===== src/rtl/rambit_arb.sv =====
// rambit_arb: round-robin arbiter sharing one single-port, bit-masked RAM among
// NR requesters, with an optional clear sweep of every word after reset.
module rambit_arb #(
    parameter int DW   = 16,
    parameter int AW   = 10,
    parameter int NR   = 2,
    parameter int INIT = 1
) (
    input  logic             clk,
    input  logic             nreset,
    input  logic [NR-1:0]    req_valid,
    output logic [NR-1:0]    req_ready,
    input  logic [NR-1:0]    req_write,
    input  logic [NR*AW-1:0] req_addr,
    input  logic [NR*DW-1:0] req_we,
    input  logic [NR*DW-1:0] req_din,
    output logic [NR-1:0]    rsp_valid,
    output logic [DW-1:0]    rsp_data,
    output logic             init_done,
    output logic             ram_ce,
    output logic [DW-1:0]    ram_we,
    output logic [AW-1:0]    ram_addr,
    output logic [DW-1:0]    ram_din,
    input  logic [DW-1:0]    ram_dout
);

    localparam int PW = (NR > 1) ? $clog2(NR) : 1;

    typedef enum logic {
        ST_INIT,
        ST_SERVE
    } state_t;

    state_t        state;
    logic [AW-1:0] clr_cnt;
    logic [PW-1:0] ptr;
    logic [NR-1:0] rsp_q;
    logic          init_done_q;

    logic          gnt_any;
    logic [PW-1:0] gnt_idx;
    logic [NR-1:0] gnt_onehot;
    logic          gnt_write;

    // Search starts just after the last winner, so the previous grantee has lowest priority.
    always_comb begin : grant_sel
        logic [PW-1:0] cand;
        cand    = '0;
        gnt_any = 1'b0;
        gnt_idx = '0;
        for (int k = 1; k <= NR; k++) begin
            cand = PW'((int'(ptr) + k) % NR);
            if (!gnt_any && req_valid[cand]) begin
                gnt_any = 1'b1;
                gnt_idx = cand;
            end
        end
    end

    assign gnt_onehot = NR'(1) << gnt_idx;
    assign gnt_write  = req_write[gnt_idx];

    // Reset gates the RAM port and handshakes combinationally, before the clocked reset lands.
    always_comb begin
        req_ready = '0;
        ram_ce    = 1'b0;
        ram_we    = '0;
        ram_addr  = '0;
        ram_din   = '0;
        if (nreset) begin
            if (state == ST_INIT) begin
                ram_ce   = 1'b1;
                ram_we   = '1;
                ram_addr = clr_cnt;
            end else if (gnt_any) begin
                req_ready = gnt_onehot;
                ram_ce    = 1'b1;
                ram_addr  = req_addr[gnt_idx*AW +: AW];
                if (gnt_write) begin
                    ram_we  = req_we[gnt_idx*DW +: DW];
                    ram_din = req_din[gnt_idx*DW +: DW];
                end
            end
        end
    end

    always_ff @(posedge clk) begin
        if (!nreset) begin
            state       <= (INIT != 0) ? ST_INIT : ST_SERVE;
            clr_cnt     <= '0;
            init_done_q <= (INIT == 0);
            ptr         <= PW'(NR - 1);
            rsp_q       <= '0;
        end else begin
            case (state)
                ST_INIT: begin
                    rsp_q   <= '0;
                    clr_cnt <= clr_cnt + AW'(1);
                    if (clr_cnt == '1) begin
                        state       <= ST_SERVE;
                        init_done_q <= 1'b1;
                    end
                end
                ST_SERVE: begin
                    rsp_q <= (gnt_any && !gnt_write) ? gnt_onehot : '0;
                    if (gnt_any) begin
                        ptr <= gnt_idx;
                    end
                end
                default: begin
                    state <= ST_SERVE;
                    rsp_q <= '0;
                end
            endcase
        end
    end

    // A response still in its pipeline slot when reset asserts is suppressed here.
    assign rsp_valid = rsp_q & {NR{nreset}};
    assign rsp_data  = ram_dout;
    assign init_done = init_done_q;

endmodule


===== config.mk =====
export PLATFORM = sky130hd
export DESIGN_NAME = rambit_arb
export DESIGN_NICKNAME = d
export VERILOG_FILES = /design/src/rtl/rambit_arb.sv
export SDC_FILE = /design/constraint.sdc
export NUM_CORES = 1
export LEC_CHECK = 0
export ABC_AREA = 0
export BUFFER_PORTS_ARGS = -buffer_cell sky130_fd_sc_hd__buf_4
export CORE_MARGIN = 3
export CORE_UTILIZATION = 33
export CTS_BUF_LIST = sky130_fd_sc_hd__clkbuf_2 sky130_fd_sc_hd__clkbuf_4 sky130_fd_sc_hd__clkbuf_8
export CTS_CLUSTER_SIZE = 40
export DETAILED_ROUTE_END_ITERATION = 10
export GPL_TIMING_DRIVEN = 0
export PLACE_DENSITY_LB_ADDON = 0.1
export SLEW_MARGIN = 30
export SYNTH_ARGS = -nofsm -noshare
export SYNTH_HDL_FRONTEND = slang
export SYNTH_SLANG_ARGS = --single-unit

===== constraint.sdc =====
create_clock -name clk -period 1.3 [get_ports clk]
set_input_delay 0.195 -clock clk [delete_from_list [all_inputs] [get_ports clk]]
set_output_delay 0.195 -clock clk [all_outputs]
set_load 0.01 [all_outputs]

==> results of run 1 <==
==> timing repair <==
action                                  4_1_cts  5_1_grt
pin swaps                                    19       39
cloned                                        2        2
endpoints found under the setup margin       49       50
resized for setup                            58       64
buffers inserted                             12       11
==> cell usage in the layout (no fill, tap or decap), types with 5 or more instances in the layout <==
cell	instances
nor2_1	7
a32oi_2	5
nand3_4	8
buf_6	15
nand3_2	8
buf_4	174
nand3_1	18
a21boi_2	10
o21ai_0	13
dfxtp_2	6
a21oi_1	11
mux2i_1	13
a21boi_1	6
buf_8	7
clkbuf_8	6
o31ai_4	10
dfxtp_1	6
==> worst max-delay path, delay by kind of cell, from the launching register on <==
kind,cells,cell delay [ns]
AO/OA/AOI/OAI,3,0.62
buffers and inverters,2,0.36
flip-flops,1,0.37
==> power by group through the flow <==
stage	registers [mW]	clock network [mW]	logic (mW)
after global placement	0.487	0	0.716
after global routing	0.478	0.425	0.958
final	0.477	0.405	0.903
after detailed placement	0.487	0	0.728
after CTS	0.476	0.409	0.801
after floorplan	0.485	0	0.368
==> registers in the layout, summed over array words and instances (netlist names) <==
name and cells:
clr_cnt 10, state 1, ptr 1, rsp_q 2
init_done 1
==> stage by stage <==
stage | setup WS [ns] | hold WS [ns] | util | instance area [sq um] | power (mW)
finish | -0.4999 | 0.3192 | 0.8021 | 3864 | 1.785
global placement | -0.4266 | 0.4530 | 0.6522 | 3142 | 1.203
CTS | -0.4880 | 0.3245 | 0.7249 | 3492 | 1.686
detailed placement | -0.4387 | 0.4599 | 0.6522 | 3142 | 1.215
floorplan | -0.07205 | 0.3966 | - | 1924 | 0.8533
global route | -0.5551 | 0.3378 | 0.8021 | 3864 | 1.861
==> synthesized netlist by cell type, types with 2 or more instances <==
| cell type | n | area share |
|---|---|---|
| or3_1 | 3 | 0.011 |
| dfxtp_1 | 15 | 0.18 |
| buf_1 | 2 | 0.0045 |
| buf_2 | 5 | 0.015 |
| nor2_1 | 8 | 0.018 |
| mux2i_1 | 17 | 0.10 |
| a21boi_1 | 2 | 0.0090 |
| o21ai_0 | 13 | 0.039 |
| clkbuf_1 | 13 | 0.029 |
| o31ai_1 | 17 | 0.076 |
| xor2_1 | 3 | 0.016 |
| and2_1 | 2 | 0.0075 |
| nand3_1 | 34 | 0.10 |
| nand4_1 | 2 | 0.0075 |
| a21boi_0 | 14 | 0.063 |
| nand2b_1 | 3 | 0.011 |
| inv_1 | 4 | 0.0090 |
| buf_4 | 18 | 0.081 |
| o41ai_1 | 2 | 0.010 |
| a21oi_1 | 15 | 0.045 |
| nand4b_1 | 2 | 0.010 |
| nand2_1 | 4 | 0.0090 |
| a32oi_1 | 9 | 0.047 |
==> logic make-up after synthesis <==
| family | after synthesis | synth area share |
|---|---|---|
| AOI/OAI and AO/OA | 78 | 0.3316 |
| xor gates and xnor gates | 4 | 0.02096 |
| adders and majority gates | 1 | 0.007484 |
| buffers and inverters | 44 | 0.1475 |
| DFF | 15 | 0.1796 |
| muxes | 17 | 0.1018 |
| and+or+nand+nor | 66 | 0.2111 |
==> routing by layer <==
| layer | vias up | track usage | share of wire |
|---|---|---|---|
| met1 | 1235 | 0.2648 | 0.38 |
| met5 | - | 0 | 0 |
| li1 | 1193 | - | - |
| met2 | 129 | 0.4180 | 0.53 |
| met4 | 0 | 0.04093 | 0.011 |
| met3 | 11 | 0.05516 | 0.078 |
==> layout make-up <==
| class | count | area (sq um) | area share |
|---|---|---|---|
| Clock inverter | 1 | 5.005 | 0.001295 |
| Clock buffer | 3 | 41.29 | 0.01069 |
| Buffer | 36 | 330.3 | 0.08549 |
| Sequential cell | 15 | 319.1 | 0.08258 |
| Timing Repair Buffer | 178 | 1444 | 0.3737 |
| Multi-Input combinational cell | 166 | 1617 | 0.4184 |
| Inverter | 5 | 23.77 | 0.006153 |
| Tap cell | 67 | 83.83 | 0.02170 |
==> worst paths after layout <==
check | from | end | slack [ns] | cells past startpoint
setup / recovery | ptr | ram_we[15] | -0.50 | 5
hold / removal | req_valid[1] | ptr | 0.32 | 3
setup reg to reg | state | clr_cnt[9] | -0.06 | 3
hold reg to reg | init_done | init_done | 0.50 | 2
==> qor.csv, run 1 <==
stage,metric,value,unit
outcome,status,"finished, violations left",
outcome,failing checks,negative setup slack,
synthesis,"Seq/Total Area, Yosys",0.1796,
worst_setup_path,CP cell instances,"a21boi_4, a32oi_4, buf_4, o31ai_1, buf_4",
final_layout,Area Growth Syn to Fin,131.1,%
timing,RSZ-0062 raised after global routing,true,
power_and_ir_drop,internal power component,1.186,mW
clock_network,later-pin clock latency in the skew report,0.26,ns
synthesis,number of synthesized flops with an enable pin,0,
synthesis,"Top FF cell, synth",dfxtp_1,
timing,Final setup viols,48,
clock_network,clock sinks,15,
power_and_ir_drop,clock network power share,0.227,
worst_setup_path,Worst Setup Start Kind,register,
floorplanning,die area,0.005955,sq mm
clock_network,CTS Buffer Depth,2,
power_and_ir_drop,Leakage,1.696,nW
worst_setup_path,CP peak stage delay,0.37,ns
clock_network,CTS tree,built,
clock_network,# hold bufs at CTS,0,
worst_setup_path,element type at the critical path end,output pin,
global_routing,largest net degree at the start of global routing,12,
timing,"Slew Viols, Final",0,
timing,Fin. Hold Viols,0,
placement,post-DP HPWL,5493,microns
worst_setup_path,cell mode on critical path,buf_4,
worst_setup_path,crit path max fanout,5,
floorplanning,Die Y,77.17,microns
final_layout,final non-filler cell total,471,
final_layout,Antenna Cells,0,
placement,Final GP Congestion,0.8141,
global_routing,grt total ovfl,0,
timing,Worst Max-Slew Pin Slew,0.5549,ns
power_and_ir_drop,combinational power share,0.506,
clock_network,CTS H-tree lvls,1,
global_routing,Total GRT Usage,0.2267,
flow_run,max_cap viols,0,
synthesis,number of synthesized register bits,15,
global_routing,first-pass GRT wire length,11250,microns
final_layout,layout cells sized above 1,0.7203,
detailed_routing,WL final,8205,microns
global_routing,vias in the first global route,2285,
synthesis,Mapped Cells,225,
worst_setup_path,critical path type,reg -> out,
floorplanning,initial core utilization,0.3470,
power_and_ir_drop,Sw Ratio,0.3353,
synthesis,syn_nets,332,
timing,Setup TNS,-18.36,ns
clock_network,clock transition at the registers of the reported paths,0.07,ns
synthesis,synthesized area per cell,7.429,sq um
worst_setup_path,Critical Path RT,1.11,ns
timing,Final min period,1.800,ns
power_and_ir_drop,Sequential Power Share,0.267,
floorplanning,Core ar.,0.004817,sq mm
detailed_routing,vias per inst,5.452,
worst_setup_path,slowest CP cell,dfxtp_4,
power_and_ir_drop,Switch Pwr,0.5984,mW
placement,post-placement cell count,443,
synthesis,asr flop ratio synth,0,
clock_network,Inserted Clock Buffers,3,
final_layout,fillcell total,315,
floorplanning,# rows,25,
power_and_ir_drop,maximum VDD drop,0.0004824,V
detailed_routing,drt drc,0,
timing,final worst path period share,1.385,
final_layout,# nets final,512,
detailed_routing,DRT Pass-1 Iters,4,
global_routing,initial antenna violation count,0,
floorplanning,io pins,170,
timing,setup ws final,-0.4999,ns
detailed_routing,Antenna Nets Post-Route,0,
clock_network,Root Driver,clkbuf_8,
synthesis,Post-Syn Area,0.001672,sq mm
detailed_routing,initial DRC count,119,
floorplanning,die width,77.17,microns
timing,clock skew,0.003140,ns
timing,Rel. slew slack,0.6301,
timing,FMAX,0.5556,GHz
placement,Buffers on Ports,151,
worst_hold_path,HP Class,in -> reg,
detailed_routing,WL per Instance,17.42,microns
synthesis,Syn. warnings,0,
synthesis,distinct cell type count after synthesis,41,
power_and_ir_drop,PwrDens,461.9,mW/mm^2
worst_setup_path,Worst Path Arrival,1.60,ns
detailed_routing,routed via count,2568,
Power figures use the tool's default switching activity.
==> inputs of run 2 (changes only) <==
REMOVE_ABC_BUFFERS = 1   (was unset)
==> run 2 against run 1 <==
The flow still finishes with violations (negative setup slack). Global-route usage grew 0.51 points. Via count shrank 10%. Die area is the same. Routed wire length shrank 10%. Count of clock-buffer cells in the layout is the same. Sequential cell count is the same. Largest cell class is now multi-input combinational cells.
==> qor.csv, run 2 (same netlist as run 1, synthesis figures left out) <==
stage,metric,value,unit,change
global_routing,grt total ovfl,0,,unchanged
timing,final worst path period share,1.332,,-0.05285
timing,Fin. Hold Viols,0,,unchanged
clock_network,CTS Buffer Depth,2,,unchanged
power_and_ir_drop,maximum VDD drop,0.0004554,V,-5.6%
floorplanning,# rows,25,,unchanged
timing,FMAX,0.5776,GHz,+4.0%
power_and_ir_drop,clock network power share,0.252,,+0.025
placement,Buffers on Ports,137,,-9.3%
timing,Worst Max-Slew Pin Slew,0.4808,ns,-0.07410 ns
detailed_routing,vias per inst,5.423,,-0.54%
final_layout,# nets final,467,,-8.8%
worst_setup_path,CP peak stage delay,0.37,ns,about the same
worst_hold_path,HP Class,in -> reg,,
power_and_ir_drop,internal power component,1.042,mW,-12%
placement,Setup WS pre-CTS,-0.9785,ns,-0.5397 ns
final_layout,biggest registers after layout,"clr_cnt (10), rsp_q (2)",,
final_layout,"leading cell type in the layout, fill and taps excluded",buf_4,,
timing,setup ws final,-0.4312,ns,+0.06870 ns
worst_setup_path,slowest CP cell,dfxtp_4,,
timing,Final min period,1.731,ns,-0.06870 ns
clock_network,Root Driver,clkbuf_8,,
worst_setup_path,element type at the critical path end,output pin,,
global_routing,initial antenna violation count,0,,unchanged
detailed_routing,DRT Pass-1 Iters,4,,unchanged
worst_setup_path,Critical Path RT,1.11,ns,about the same
placement,post-DP HPWL,4602,microns,-16%
placement,Final GP Congestion,0.7400,,-9.1%
floorplanning,Core ar.,0.004817,sq mm,unchanged
worst_setup_path,Worst Path Arrival,1.54,ns,-0.06 ns
floorplanning,Die Y,77.17,microns,unchanged
power_and_ir_drop,Sequential Power Share,0.315,,+0.048
detailed_routing,Antenna Nets Post-Route,0,,unchanged
worst_setup_path,CP cell instances,"a21boi_4, a32oi_4, buf_12, o31ai_1, buf_4",,
placement,placed inst area,0.002556,sq mm,-19%
power_and_ir_drop,PwrDens,471.8,mW/mm^2,+2.1%
worst_hold_path,Hold Crit Start,nreset,,
power_and_ir_drop,Sw Ratio,0.3077,,-0.02758
final_layout,"Design Area, Final",0.003189,sq mm,-17%
outcome,failing checks,negative setup slack,,
placement,post-placement cell count,390,,-12%
clock_network,clock sinks,15,,unchanged
floorplanning,initial core utilization,0.3470,,unchanged
worst_setup_path,critical path type,reg -> out,,
power_and_ir_drop,total power,1.505,mW,-16%
clock_network,later-pin clock latency in the skew report,0.25,ns,about the same
outcome,status,"finished, violations left",,
clock_network,CTS H-tree lvls,1,,unchanged
detailed_routing,WL final,7363,microns,-10%
final_layout,final non-filler cell total,426,,-9.6%
global_routing,largest net degree at the start of global routing,27,,+15
flow_run,max_cap viols,0,,unchanged
floorplanning,io pins,170,,unchanged
worst_setup_path,crit path max fanout,16,,+11
power_and_ir_drop,combinational power share,0.433,,-0.073
clock_network,Inserted Clock Buffers,3,,unchanged
detailed_routing,WL per Instance,17.28,microns,-0.78%
power_and_ir_drop,Switch Pwr,0.4630,mW,-23%
floorplanning,die area,0.005955,sq mm,unchanged
final_layout,layout cells sized above 1,0.6017,,-0.1186
final_layout,most frequent cells in the layout,"buf_4 (148), nand3_1 (23), mux2i_1 (16)",,
worst_setup_path,Worst Setup Start Kind,register,,
final_layout,max reg flops,10,,unchanged
detailed_routing,routed via count,2310,,-10%
power_and_ir_drop,Leakage,1.441,nW,-15%
timing,Final setup viols,51,,+6.3%
detailed_routing,initial DRC count,58,,-51%
timing,Rel. slew slack,0.6795,,+0.04940
timing,"Slew Viols, Final",0,,unchanged
floorplanning,die width,77.17,microns,unchanged
global_routing,first-pass GRT wire length,11610,microns,+3.2%
final_layout,most flop-heavy register,clr_cnt,,
detailed_routing,drt drc,0,,unchanged
timing,Setup TNS,-16.67,ns,+1.690 ns
timing,WHS,0.2774,ns,-0.04182 ns
final_layout,utilization after layout,0.6621,,-0.1400
final_layout,Area Growth Syn to Fin,90.79,%,
final_layout,Antenna Cells,0,,unchanged
timing,clock skew,0.004208,ns,+0.001068 ns
timing,RSZ-0062 raised after global routing,true,,
clock_network,CTS tree,built,,
worst_setup_path,Worst Setup SP,ptr,,
worst_setup_path,Reg-to-Reg Start,state,,
clock_network,# hold bufs at CTS,0,,unchanged
global_routing,Total GRT Usage,0.2318,,+0.005084
clock_network,clock transition at the registers of the reported paths,0.06,ns,about the same
global_routing,vias in the first global route,2284,,-0.044%
[run 2: cell count changes in the layout (fill, tap and decap cells not counted), moves of 6 or more]
cell | previous run | this run
dfxtp_2 | 6 | 0
buf_8 | 7 | 0
o31ai_4 | 10 | 0
dfxtp_1 | 6 | 13
buf_4 | 174 | 148
nand3_4 | 8 | 1
o31ai_2 | 3 | 11
[run 2: critical path: cells and delay by family (launching register included)]
family,cells,cell delay [ns]
AO/OA/AOI/OAI,3,0.57
flip-flops,1,0.37
buffers and inverters,2,0.34
[run 2: worst paths after layout]
| path | to | slack, ns | cells after the start |
|---|---|---|---|
| worst max-delay path | ram_we[12] | -0.43 | 5 |
| worst min-delay path | ptr | 0.28 | 2 |
| worst max register to register | clr_cnt[9] | -0.30 | 5 |
| worst min register to register | init_done | 0.47 | 2 |
[run 2: power groups by stage]
stage / Clock [mW] / Combinational (mW) / Sequential [mW]
detailed placement: 0 / 0.518 / 0.488
finish: 0.379 / 0.652 / 0.474
global placement: 0 / 0.513 / 0.488
floorplan: 0 / 0.184 / 0.485
CTS: 0.391 / 0.600 / 0.474
global route: 0.411 / 0.703 / 0.475
[run 2: final cells by class]
cell class	count	area (sq um)
fill	415	1628
timing repair buffer	166	1363
clock inverter	1	5.005
tap	67	83.83
multi-input combinational	169	1365
inverter	5	23.77
clock buffer	3	41.29
sequential	15	307.8
[run 2: repair_timing]
action,CTS,global route
endpoints found under the hold margin,0,0
setup endpoints to repair,59,53
cloned,4,1
pin swaps,20,27
setup buffers,26,3
resized for setup,39,43
[run 2: metal layers]
layer  up-vias  global-route usage  share of wire
met2       127              0.3670           0.47
met3         6             0.09155           0.10
li1       1105                   -              -
met4         0             0.03203         0.0057
met5         -                   0              0
met1      1072              0.3031           0.42
==> inputs of run 3 (changes only) <==
PLACE_DENSITY = 0.79   (was unset)
PLACE_DENSITY_LB_ADDON = unset   (was 0.1)
==> run 3 against run 2 <==
The run still ends with negative setup slack left. Utilization is 0.10 points higher. Global-route usage is 0.24 points higher. Die area stayed put. Final area is 0.16% higher. Critical path type unchanged. Critical endpoint is now ram_we[5]. Largest cell class is now non-clock buffers. Highest routed layer unchanged.
==> qor.csv, run 3 (same netlist as run 1, synthesis figures left out) <==
stage,metric,value,unit,change
outcome,status,"finished, violations left",,
outcome,failing checks,negative setup slack,,
power_and_ir_drop,maximum VDD drop,0.0003547,V,-22%
flow_run,max_cap viols,0,,unchanged
worst_setup_path,Worst Setup Start Kind,register,,
power_and_ir_drop,Leakage,1.483,nW,+3.0%
timing,Fin. Hold Viols,0,,unchanged
detailed_routing,initial DRC count,145,,+150%
timing,Setup TNS,-15.73,ns,+0.9428 ns
worst_setup_path,R2R depth,6,,+1
global_routing,grt total ovfl,0,,unchanged
worst_setup_path,Critical Path RT,1.11,ns,about the same
floorplanning,# rows,25,,unchanged
worst_setup_path,CP peak stage delay,0.37,ns,about the same
final_layout,Area Growth Syn to Fin,91.09,%,
timing,WHS,0.2946,ns,+0.01720 ns
global_routing,vias in the first global route,2336,,+2.3%
placement,post-placement cell count,390,,unchanged
clock_network,CTS tree,built,,
worst_setup_path,slowest CP cell,dfxtp_4,,
global_routing,largest net degree at the start of global routing,27,,unchanged
global_routing,first-pass GRT wire length,11620,microns,about the same
final_layout,Antenna Cells,0,,unchanged
global_routing,initial antenna violation count,0,,unchanged
placement,Final GP Congestion,0.7509,,+1.5%
global_routing,Total GRT Usage,0.2342,,+0.002443
worst_setup_path,element type at the critical path end,output pin,,
final_layout,most frequent cells in the layout,"buf_4 (154), nand3_1 (25), mux2i_1 (17)",,
timing,Worst Max-Slew Pin Slew,0.3938,ns,-0.08698 ns
worst_setup_path,CP cell instances,"a21bo_4, buf_12, mux2i_1, o31ai_1, buf_4",,
timing,setup ws final,-0.4170,ns,+0.01420 ns
floorplanning,die area,0.005955,sq mm,unchanged
final_layout,sequential cell area,311.5,sq um,+1.2%
clock_network,later-pin clock latency in the skew report,0.24,ns,about the same
final_layout,max reg flops,10,,unchanged
floorplanning,Core ar.,0.004817,sq mm,unchanged
placement,post-DP HPWL,4626,microns,+0.51%
detailed_routing,Antenna Nets Post-Route,0,,unchanged
worst_setup_path,Reg-to-Reg Start,state,,
floorplanning,die width,77.17,microns,unchanged
final_layout,fillcell total,377,,-9.2%
worst_hold_path,Hold Crit Start,nreset,,
clock_network,clock transition at the registers of the reported paths,0.06,ns,about the same
clock_network,CTS H-tree lvls,1,,unchanged
worst_hold_path,hold-critical path depth,2,,unchanged
worst_hold_path,HP Class,in -> reg,,
placement,Buffers on Ports,137,,unchanged
timing,RSZ-0062 raised after global routing,true,,
floorplanning,initial core utilization,0.3470,,unchanged
timing,"Slew Viols, Final",0,,unchanged
detailed_routing,DRT Pass-1 Iters,4,,unchanged
timing,Final setup viols,51,,unchanged
power_and_ir_drop,PwrDens,468.9,mW/mm^2,-0.61%
worst_setup_path,critical path type,reg -> out,,
placement,Setup WS pre-CTS,-1.011,ns,-0.03286 ns
timing,clock skew,0.0009934,ns,-0.003214 ns
timing,FMAX,0.5824,GHz,+0.83%
final_layout,biggest registers after layout,"clr_cnt (10), rsp_q (2)",,
worst_setup_path,Worst Path Arrival,1.52,ns,-0.02 ns
final_layout,"leading cell type in the layout, fill and taps excluded",buf_4,,
timing,Rel. slew slack,0.7374,,+0.05799
detailed_routing,WL per Instance,18.03,microns,+4.3%
clock_network,Root Driver,clkbuf_8,,
detailed_routing,routed via count,2394,,+3.6%
final_layout,final non-filler cell total,431,,+1.2%
detailed_routing,drt drc,0,,unchanged
worst_setup_path,Reg2Reg Setup Slack,-0.19,ns,+0.11 ns
worst_setup_path,FF-to-FF End,clr_cnt[6],,
final_layout,# nets final,472,,+1.1%
timing,Final min period,1.717,ns,-0.01420 ns
detailed_routing,WL final,7770,microns,+5.5%
clock_network,CTS Buffer Depth,2,,unchanged
timing,final worst path period share,1.321,,-0.01092
final_layout,Multi-input gate area,0.001341,sq mm,-1.7%
clock_network,Inserted Clock Buffers,3,,unchanged
floorplanning,io pins,170,,unchanged
power_and_ir_drop,total power,1.498,mW,-0.45%
final_layout,layout cells sized above 1,0.5907,,-0.01101
detailed_routing,vias per inst,5.555,,+2.4%
clock_network,clock sinks,15,,unchanged
worst_setup_path,crit path max fanout,6,,-10
floorplanning,Die Y,77.17,microns,unchanged
final_layout,most flop-heavy register,clr_cnt,,
worst_hold_path,Min-Delay Endpoint,ptr,,
[run 3: layout make-up]
| type | count | share of cell area |
|---|---|---|
| Timing Repair Buffer | 170 | 0.4336 |
| Multi-Input combinational cell | 170 | 0.4199 |
| Sequential cell | 15 | 0.09753 |
| Tap cell | 67 | 0.02624 |
| Clock buffer | 4 | 0.01528 |
| Inverter | 5 | 0.007442 |
[run 3: per-layer routing]
layer	routed length [microns]	global-route usage	up-vias
met2	3825	0.3912	108
met4	174	0.05694	0
met5	0	0	-
met3	481	0.06221	16
li1	-	-	1124
met1	3288	0.2982	1146
[run 3: worst max path at each step]
stage                 start    endpoint  slack, ns
5_1_grt                 ptr   ram_we[4]      -0.52
3_3_place_gp   req_valid[0]   ram_we[4]      -0.96
4_1_cts                 ptr   ram_we[5]      -0.42
3_5_place_dp          state  ram_din[0]      -1.01
6_report                ptr   ram_we[5]      -0.42
2_1_floorplan           ptr   ram_we[0]      -0.61
[run 3: power by group]
| group | total (mW) | internal, mW | leakage [nW] | switching (mW) |
|---|---|---|---|---|
| Sequential | 0.475 | 0.464 | 0.123 | 0.0106 |
| Clock | 0.389 | 0.237 | 0.0262 | 0.152 |
| Combinational | 0.634 | 0.363 | 1.33 | 0.271 |
| Total | 1.50 | 1.06 | 1.48 | 0.434 |
[run 3: repair_timing]
action                     4_1_cts  5_1_grt
setup buffers                   26        9
hold buffers                     0        0
pin swaps                       27       19
cloned                           4        1
resized for setup               41       35
setup endpoints to repair       59       51
[run 3: through the flow]
step / area [sq um] / utilization
3_5_place_dp: 2556 / 0.5306
3_3_place_gp: 2556 / 0.5306
6_report: 3194 / 0.6631
5_1_grt: 3194 / 0.6631
2_1_floorplan: 1444 / -
4_1_cts: 3018 / 0.6265
[run 3: critical path, delay by kind of cell (launching register included)]
kind	cells	cell delay, ns
DFF	1	0.37
buffers and inverters	2	0.32
muxes	1	0.12
AOI/OAI and AO/OA	2	0.48
